**src/rtl/ps2_key_event.sv**
```systemverilog
// PS/2 keyboard front end: pin conditioning, 11-bit frame deframing and
// reduction of the make/break/extended byte stream to single-cycle key events.
module ps2_key_event #(
    parameter int FILTER_LEN      = 8,
    parameter int TIMEOUT_CYCLES  = 200000,
    parameter bit SUPPRESS_REPEAT = 1'b1
) (
    input  logic       clk,
    input  logic       rst_n,
    input  logic       ps2_clk,
    input  logic       ps2_data,
    output logic [7:0] scancode,
    output logic       extended,
    output logic       push_down,
    output logic       push_up,
    output logic       frame_err
);
    localparam int FW = $clog2(FILTER_LEN + 1);
    localparam int TW = $clog2(TIMEOUT_CYCLES + 1);

    typedef enum logic [1:0] {ST_IDLE, ST_EXT, ST_BRK, ST_SKIP} state_t;

    logic [1:0]    r_clk_sync, r_dat_sync;
    logic          r_clk_flt, r_clk_flt_d;
    logic [FW-1:0] r_flt_cnt;
    logic          w_fall, w_dat;

    // Conditioning: synchronizers, then the clock only moves after FILTER_LEN agreeing samples
    always_ff @(posedge clk) begin
        if (!rst_n) begin
            r_clk_sync  <= 2'b11;
            r_dat_sync  <= 2'b11;
            r_clk_flt   <= 1'b1;
            r_clk_flt_d <= 1'b1;
            r_flt_cnt   <= '0;
        end else begin
            r_clk_sync  <= {r_clk_sync[0], ps2_clk};
            r_dat_sync  <= {r_dat_sync[0], ps2_data};
            r_clk_flt_d <= r_clk_flt;
            if (r_clk_sync[1] == r_clk_flt) begin
                r_flt_cnt <= '0;
            end else if (r_flt_cnt == FW'(FILTER_LEN - 1)) begin
                r_clk_flt <= r_clk_sync[1];
                r_flt_cnt <= '0;
            end else begin
                r_flt_cnt <= r_flt_cnt + 1'b1;
            end
        end
    end

    assign w_fall = r_clk_flt_d & ~r_clk_flt;
    assign w_dat  = r_dat_sync[1];

    logic [3:0]    r_idx;
    logic [7:0]    r_shift, r_byte;
    logic          r_byte_vld, r_frame_err;
    logic [TW-1:0] r_tmo;

    // Deframer: one bit per filtered falling edge, aborted on bad framing or timeout
    always_ff @(posedge clk) begin
        if (!rst_n) begin
            r_idx       <= '0;
            r_shift     <= '0;
            r_byte      <= '0;
            r_byte_vld  <= 1'b0;
            r_frame_err <= 1'b0;
            r_tmo       <= '0;
        end else begin
            r_byte_vld  <= 1'b0;
            r_frame_err <= 1'b0;
            if (r_idx == 4'd0 || w_fall) begin
                r_tmo <= '0;
            end else if (r_tmo != TW'(TIMEOUT_CYCLES)) begin
                r_tmo <= r_tmo + 1'b1;
            end
            if (w_fall) begin
                case (r_idx)
                    4'd0: begin
                        if (!w_dat) r_idx       <= 4'd1;
                        else        r_frame_err <= 1'b1;
                    end
                    4'd9: begin
                        if (^{r_shift, w_dat}) begin
                            r_idx <= 4'd10;
                        end else begin
                            r_idx       <= 4'd0;
                            r_frame_err <= 1'b1;
                        end
                    end
                    4'd10: begin
                        r_idx <= 4'd0;
                        if (w_dat) begin
                            r_byte     <= r_shift;
                            r_byte_vld <= 1'b1;
                        end else begin
                            r_frame_err <= 1'b1;
                        end
                    end
                    default: begin
                        r_shift <= {w_dat, r_shift[7:1]};
                        r_idx   <= r_idx + 4'd1;
                    end
                endcase
            end else if (r_idx != 4'd0 && r_tmo == TW'(TIMEOUT_CYCLES)) begin
                r_idx       <= 4'd0;
                r_frame_err <= 1'b1;
            end
        end
    end

    state_t     r_state, w_state_nx;
    logic       r_ext_f, r_brk_f, w_ext_nx, w_brk_nx;
    logic [2:0] r_skip, w_skip_nx;
    logic       r_held_v, w_held_v_nx;
    logic [8:0] r_held, w_held_nx;
    logic [7:0] r_scancode, w_scancode_nx;
    logic       r_extended, w_extended_nx;
    logic       r_push_down, w_push_down_nx, r_push_up, w_push_up_nx;
    logic       w_drop, w_match;

    // Decoder: prefix tracking, Pause skipping and repeat suppression
    always_ff @(posedge clk) begin
        if (!rst_n) begin
            r_state     <= ST_IDLE;
            r_ext_f     <= 1'b0;
            r_brk_f     <= 1'b0;
            r_skip      <= '0;
            r_held_v    <= 1'b0;
            r_held      <= '0;
            r_scancode  <= '0;
            r_extended  <= 1'b0;
            r_push_down <= 1'b0;
            r_push_up   <= 1'b0;
        end else begin
            r_state     <= w_state_nx;
            r_ext_f     <= w_ext_nx;
            r_brk_f     <= w_brk_nx;
            r_skip      <= w_skip_nx;
            r_held_v    <= w_held_v_nx;
            r_held      <= w_held_nx;
            r_scancode  <= w_scancode_nx;
            r_extended  <= w_extended_nx;
            r_push_down <= w_push_down_nx;
            r_push_up   <= w_push_up_nx;
        end
    end

    // Acknowledge, self-test and error responses carry no key information
    assign w_drop  = r_byte inside {8'hAA, 8'hFA, 8'hFE, 8'hEE, 8'h00, 8'hFF};
    assign w_match = r_held_v && (r_held == {r_ext_f, r_byte});

    always_comb begin
        w_state_nx     = r_state;
        w_ext_nx       = r_ext_f;
        w_brk_nx       = r_brk_f;
        w_skip_nx      = r_skip;
        w_held_v_nx    = r_held_v;
        w_held_nx      = r_held;
        w_scancode_nx  = r_scancode;
        w_extended_nx  = r_extended;
        w_push_down_nx = 1'b0;
        w_push_up_nx   = 1'b0;
        if (r_frame_err) begin
            w_state_nx = ST_IDLE;
            w_ext_nx   = 1'b0;
            w_brk_nx   = 1'b0;
            w_skip_nx  = '0;
        end else if (r_byte_vld) begin
            if (w_drop) begin
                w_state_nx = ST_IDLE;
                w_ext_nx   = 1'b0;
                w_brk_nx   = 1'b0;
                w_skip_nx  = '0;
            end else if (r_state == ST_SKIP) begin
                w_skip_nx = r_skip - 3'd1;
                if (r_skip == 3'd1) w_state_nx = ST_IDLE;
            end else if (r_byte == 8'hE0) begin
                w_ext_nx   = 1'b1;
                w_state_nx = ST_EXT;
            end else if (r_byte == 8'hF0) begin
                w_brk_nx   = 1'b1;
                w_state_nx = ST_BRK;
            end else if (r_byte == 8'hE1 && r_state == ST_IDLE) begin
                w_skip_nx  = 3'd7;
                w_state_nx = ST_SKIP;
            end else begin
                w_state_nx = ST_IDLE;
                w_ext_nx   = 1'b0;
                w_brk_nx   = 1'b0;
                if (r_brk_f) begin
                    w_push_up_nx  = 1'b1;
                    w_scancode_nx = r_byte;
                    w_extended_nx = r_ext_f;
                    if (w_match) w_held_v_nx = 1'b0;
                end else if (!(w_match && SUPPRESS_REPEAT)) begin
                    w_push_down_nx = 1'b1;
                    w_scancode_nx  = r_byte;
                    w_extended_nx  = r_ext_f;
                    w_held_nx      = {r_ext_f, r_byte};
                    w_held_v_nx    = 1'b1;
                end
            end
        end
    end

    assign scancode  = r_scancode;
    assign extended  = r_extended;
    assign push_down = r_push_down;
    assign push_up   = r_push_up;
    assign frame_err = r_frame_err;
endmodule

```
**config.mk**
```make
export PLATFORM = sky130hd
export DESIGN_NAME = ps2_key_event
export DESIGN_NICKNAME = d
export VERILOG_FILES = /design/src/rtl/ps2_key_event.sv
export SDC_FILE = /design/constraint.sdc
export NUM_CORES = 1
export LEC_CHECK = 0
export ABC_CLOCK_PERIOD_IN_PS = 2870
export CAP_MARGIN = 20
export CORE_ASPECT_RATIO = 1.75
export CORE_UTILIZATION = 60
export CTS_CLUSTER_DIAMETER = 60
export DETAILED_ROUTE_END_ITERATION = 12
export PLACE_DENSITY = 0.83
export SLEW_MARGIN = 20
export SYNTH_ARGS = -nofsm -noshare
export SYNTH_HDL_FRONTEND = slang
export SYNTH_SLANG_ARGS = --single-unit
```
**constraint.sdc**
```tcl
create_clock -name clk -period 2.87 [get_ports clk]
set_clock_uncertainty 0.15 [all_clocks]
set_input_delay 0.4305 -clock clk [delete_from_list [all_inputs] [get_ports clk]]
set_output_delay 0.4305 -clock clk [all_outputs]
set_load 0.02 [all_outputs]
```
Word-level counts from Yosys, hierarchy flattened

Index checks and enable logic that the tools add are counted.

Register bits: 78
Latch bits: 0
Bits in writable memories: 0
Memory bits (read-only): 0
Input port bits: 4
Output and inout bits: 12
Logic and storage cells: 137
Memories: 0

Add/subtract/negate cells: 4
Multipliers: 0
Divide/modulo/power cells: 0
Magnitude comparators: 0
Equality and inequality tests: 28
Shift operators: 0
Muxes and demuxes: 40
Bitwise operators: 14
Reduce and logical (&&, ||, !) cells: 30

Operator list:

| kind                                           | count |
|---|---|
| equality test 8 bit (second input constant)    | 8 |
| two-way mux 1 bit                              | 21 |
| adder 18 x 1 -> 18 bit (second input constant) | 1 |
| equality test 18 bit (second input constant)   | 1 |
| inequality test 18 bit (second input constant) | 1 |
| inequality test 3 bit (second input constant)  | 6 |
| AND reduction 9 bit                            | 2 |
| two-way mux 4 bit                              | 4 |
| two-way mux 8 bit                              | 2 |
| two-way mux 3 bit                              | 5 |
| inverter 1 bit                                 | 13 |
| two-way mux 2 bit                              | 6 |
| case mux 4 bit (3 select lines)                | 1 |
| AND reduction 4 bit                            | 3 |
| equality test 9 bit                            | 1 |
| OR reduction 9 bit                             | 1 |
| parity 9 bit                                   | 1 |
| adder 4 x 1 -> 4 bit (second input constant)   | 2 |
| equality test 4 bit (second input constant)    | 2 |
| zero test 8 bit                                | 1 |
| AND reduction 2 bit                            | 4 |
| AND reduction 8 bit                            | 1 |
| OR reduction 8 bit                             | 1 |
| inequality test 2 bit (second input constant)  | 3 |
| other kinds (20)                               | 25 |

Depth between registers and ports, before layout

Depth after elaboration: 7
Gate-level depth with buffers: 8
Depth with buffers taken out: 8

Worst setup path before layout

OpenSTA, ideal clock, no wires.

Path kind: reg2reg
From: reg r_idx[0]
To: reg r_idx[2]
Data arrival time: 1929 ps
Required time: 2649 ps
Setup slack: 720 ps
Cell stages (with the launch flop): 9
Path buffers: 1
Clock period less this slack: 2150 ps
Cell sequence: dfxtp_1 > inv_1 > ha_1 > o21ai_0 > a21oi_1 > nand2b_1 > clkbuf_1 > or3b_2 > a21oi_1

Longest elaborated chain between the ends: 4
Elaborated cells on any way between the ends: 11
Classes of those cells: add/sub: 1; eq/ne: 3; mux: 2; reduce/logical: 5

RTL lines:

| what                                                                         | line | text |
|---|---|---|
| start: declaration                                                           | 54   | `logic [3:0] r_idx;` |
| start signal: assignment                                                     | 101  | `r_idx <= r_idx + 4'd1;` |
| parallel branches: the longest is 4 deep, another holds adder 4 x 1 -> 4 bit | --   |  |

Several ways; the timed one is not identified.
A chain may end at the register's enable or synchronous reset.

Worst setup path in the final report

From: reg r_byte[0]
To: reg r_held[4]

Longest elaborated chain between the ends: 4
Elaborated cells on any way between the ends: 19
Classes of those cells: eq/ne: 9; bitwise: 5; reduce/logical: 5

RTL lines:

| what                                        | line | text |
|---|---|---|
| start: declaration                          | 55   | `logic [7:0] r_shift, r_byte;` |
| start signal: assignment                    | 93   | `r_byte <= r_shift;` |
| equality test 8 bit (tied with other cells) | 149  | `assign w_drop = r_byte inside {8'hAA, 8'hFA, 8'hFE, 8'hEE, 8'h00, 8'hFF};` |
| nonzero test 6 bit (tied with other cells)  | 149  |  |
| inverter 1 bit (no source line)             | --   |  |
| AND reduction 9 bit (no source line) (*)    | --   |  |
| end signal: assignment                      | 140  | `r_held <= w_held_nx;` |
| end: declaration                            | 115  | `logic [8:0] r_held, w_held_nx;` |

Mark *: on every way between the ends. The rest lies on a longest branch, timed or not.

==> flow_summary.ini <==
[run_status]
status = complete, no violations

[clock_tree]
cts_resized = 0
holdBufCountCts = 0
clockBufferDepth = 2
root_buffer = clkbuf_8
post_cts_buffers = 0
clkTransAtPathRegs_ns = 0.08
cts_tree = yes
cts_buffers = 9
clk_latency_ns = 0.36
h-tree-depth = 3
numClockSinks = 78

[worst_hold_path]
hp-class = register to register

[global_route]
grt_pass1_wl_mm = 11.99
gr-total-overflow = 0
antenna_found_initial = 0
first_global_vias = 2767
grt_max_degree = 42
track_usage_pct = 24.96

[place]
hpwl_mm = 5.093
dp_cells = 489
io_buffers = 15
gp_congestion = 0.9370

[timing]
fin_crit_ns = 2.303
grt_setup_unrepaired = false
relSlewSlack_pct = 64.36
tightest_slew_ns = 0.5347
final-setup-viol-count = 0
report.final.hold_viol_count = 0
max_freq_ghz = 0.4342
drv_slew = 0
finalSetupTns_ns = 0
period_share_pct = 80.24

[yosys]
synth_seq_cells = 78
ys_top_cells_by_area = dfxtp_1 43%, mux2i_1 10%, nor2_1 5.5%, xor2_1 5.3%, nand2_1 4.6%
synthTopCellsByCount = 78 x dfxtp_1, 53 x nor2_1, 45 x nand2_1, 38 x mux2i_1, 22 x xor2_1
ys_seq_area_share_pct = 42.95
synth-warning-count = 0
avgSynthCellArea_sq_um = 8.978
synth.most_common_cell = dfxtp_1
synth_async_sr_flop_share_pct = 0
syn_nets = 419
yosysUniqueCellTypes = 49
synthFlopType = dfxtp_1
yosysTopAreaCellShare_pct = 42.95
synth_edf_count = 0
syn-instance-count = 405
netlist_area_sq_um = 3636
synth_top_cell_by_area = dfxtp_1

[floorplan]
die_height_microns = 105.0
core_region_area_sq_um = 5879
dieArea_sq_um = 6388
start_util_pct = 61.84
rows = 37
io_pins = 16
die_w_microns = 60.85

[detailed_routing]
wirelength_mm = 7.179
via_count = 2851
drt_first_pass_iters = 4
routed_via_density = 5.657
antenna_left = 0
wire_per_inst_microns = 14.24
remaining_drc_errors = 0
drt-initial-drc-count = 153

[worst_setup_path]
cp-start-kind = register
crit_type = register to register
path_cells = inv_4 > maj3_2 > nand3_2 > nand4_4 > or4b_4 > mux2i_1
cp-end-kind = register
worstPathRequired_ns = 2.97
slowest_delay_ns = 0.67
path_max_fanout = 9
arrival_ns = 2.40
crit_buf_inv = 1
cp_slowest_cell = or4b_4
cp_top_family = simple AND/OR/NAND/NOR gates

[power]
pwr_density_cell_nw_per_um2 = 471.8
leakagePower_nw = 1.575
peakVddDrop_mv = 0.4634

[finish]
instances_no_fill = 504
area_growth_pct = 11.60
nets = 436
insertedDiodeCount = 0
final_layout_size_suffix_gt1_share_pct = 7.746

[flow_run]
cap_violations = 0
-- placed cells by master (no fill, tap or decap), drive strengths merged, types with 9 or more instances in the layout --
| cell type | netlist | routed |
|---|---|---|
| xor2 | 22 | 22 |
| nor2 | 53 | 53 |
| nand3 | 13 | 13 |
| nand2b | 9 | 9 |
| nor4 | 10 | 10 |
| o21ai | 10 | 10 |
| nor3 | 11 | 11 |
| mux2i | 38 | 38 |
| ha | 10 | 10 |
| xnor2 | 11 | 11 |
| clkdlybuf4s50 | 0 | 15 |
| clkbuf | 11 | 11 |
| dfxtp | 78 | 78 |
| a21oi | 13 | 13 |
| nand2 | 45 | 45 |
| inv | 15 | 15 |
-- final timing paths --
kind                                          startpoint  depth (start not counted)                       end  slack [ns]
worst max-delay path              r_byte[0]$_SDFFE_PN0P_                          6    r_held[4]$_SDFFE_PN0P_        0.57
worst min-delay path            r_clk_sync[0]$_SDFF_PN1_                          1  r_clk_sync[1]$_SDFF_PN1_        0.27
worst max register to register    r_byte[0]$_SDFFE_PN0P_                          6    r_held[4]$_SDFFE_PN0P_        0.57
worst min register to register  r_clk_sync[0]$_SDFF_PN1_                          1  r_clk_sync[1]$_SDFF_PN1_        0.27
-- sequential cells by signal, summed over array words and instances, names as in the netlist, 2 cells and up --
register    count
r_idx           4
scancode        8
r_byte          8
r_state         2
r_held          9
r_shift         8
r_skip          3
r_tmo          18
r_dat_sync      2
r_clk_sync      2
r_flt_cnt       4
-- power by group --
| group | switching [mW] | leakage, nW | total (mW) | internal (mW) |
|---|---|---|---|---|
| sequential | 0.00198 | 0.629 | 1.09 | 1.08 |
| combinational | 0.0181 | 0.851 | 0.0285 | 0.0104 |
| clock | 0.382 | 0.0952 | 0.800 | 0.418 |
-- cell families after synthesis --
group / share of synthesized area [%]
muxes: 10.46
AOI/OAI and AO/OA: 6.504
DFF: 42.95
xor gates and xnor gates: 8.568
buffers and inverters: 3.854
adders and majority gates: 3.751
and+or+nand+nor: 23.92
-- metrics by stage --
stage / setup WS (ns) / area [sq um] / total power, mW / util (%) / hold slack (ns)
after floorplan: 0.7203 / 3636 / 1.132 / - / 0.2363
after detailed placement: 0.6013 / 3869 / 1.140 / 65.80 / 0.2486
after CTS: 0.5818 / 4058 / 1.925 / 69.01 / 0.2729
after global routing: 0.3713 / 4058 / 1.972 / 69.01 / 0.2782
final: 0.5670 / 4058 / 1.915 / 69.01 / 0.2693
after global placement: 0.6659 / 3869 / 1.140 / 65.80 / 0.2379
-- worst reg2reg max path, delay by kind of cell, from the launching register on --
family / cells / cell delay [ns]
and+or+nand+nor: 3 / 0.96
muxes: 1 / 0.17
DFF: 1 / 0.52
adders and majority gates: 1 / 0.32
buffers and inverters: 1 / 0.08
-- layer usage --
metal  global-route usage [%]  vias up  wire, microns
met5                        0        -              0
met4                    13.47        0            252
met3                    7.426       25            208
met2                    42.54       53           3859
met1                    26.12     1356           2859
li1                         -     1417              -
-- area by class of cell --
type	count	area [sq um]
fillers	468	1822
repair buffers	23	210.2
multi-input cells	295	1941
inverters	15	58.81
well taps	78	97.59
clock buffers	11	141.4
clock inverters	4	47.55
flip-flops and latches	78	1562
(Power assumes the default switching activity.)
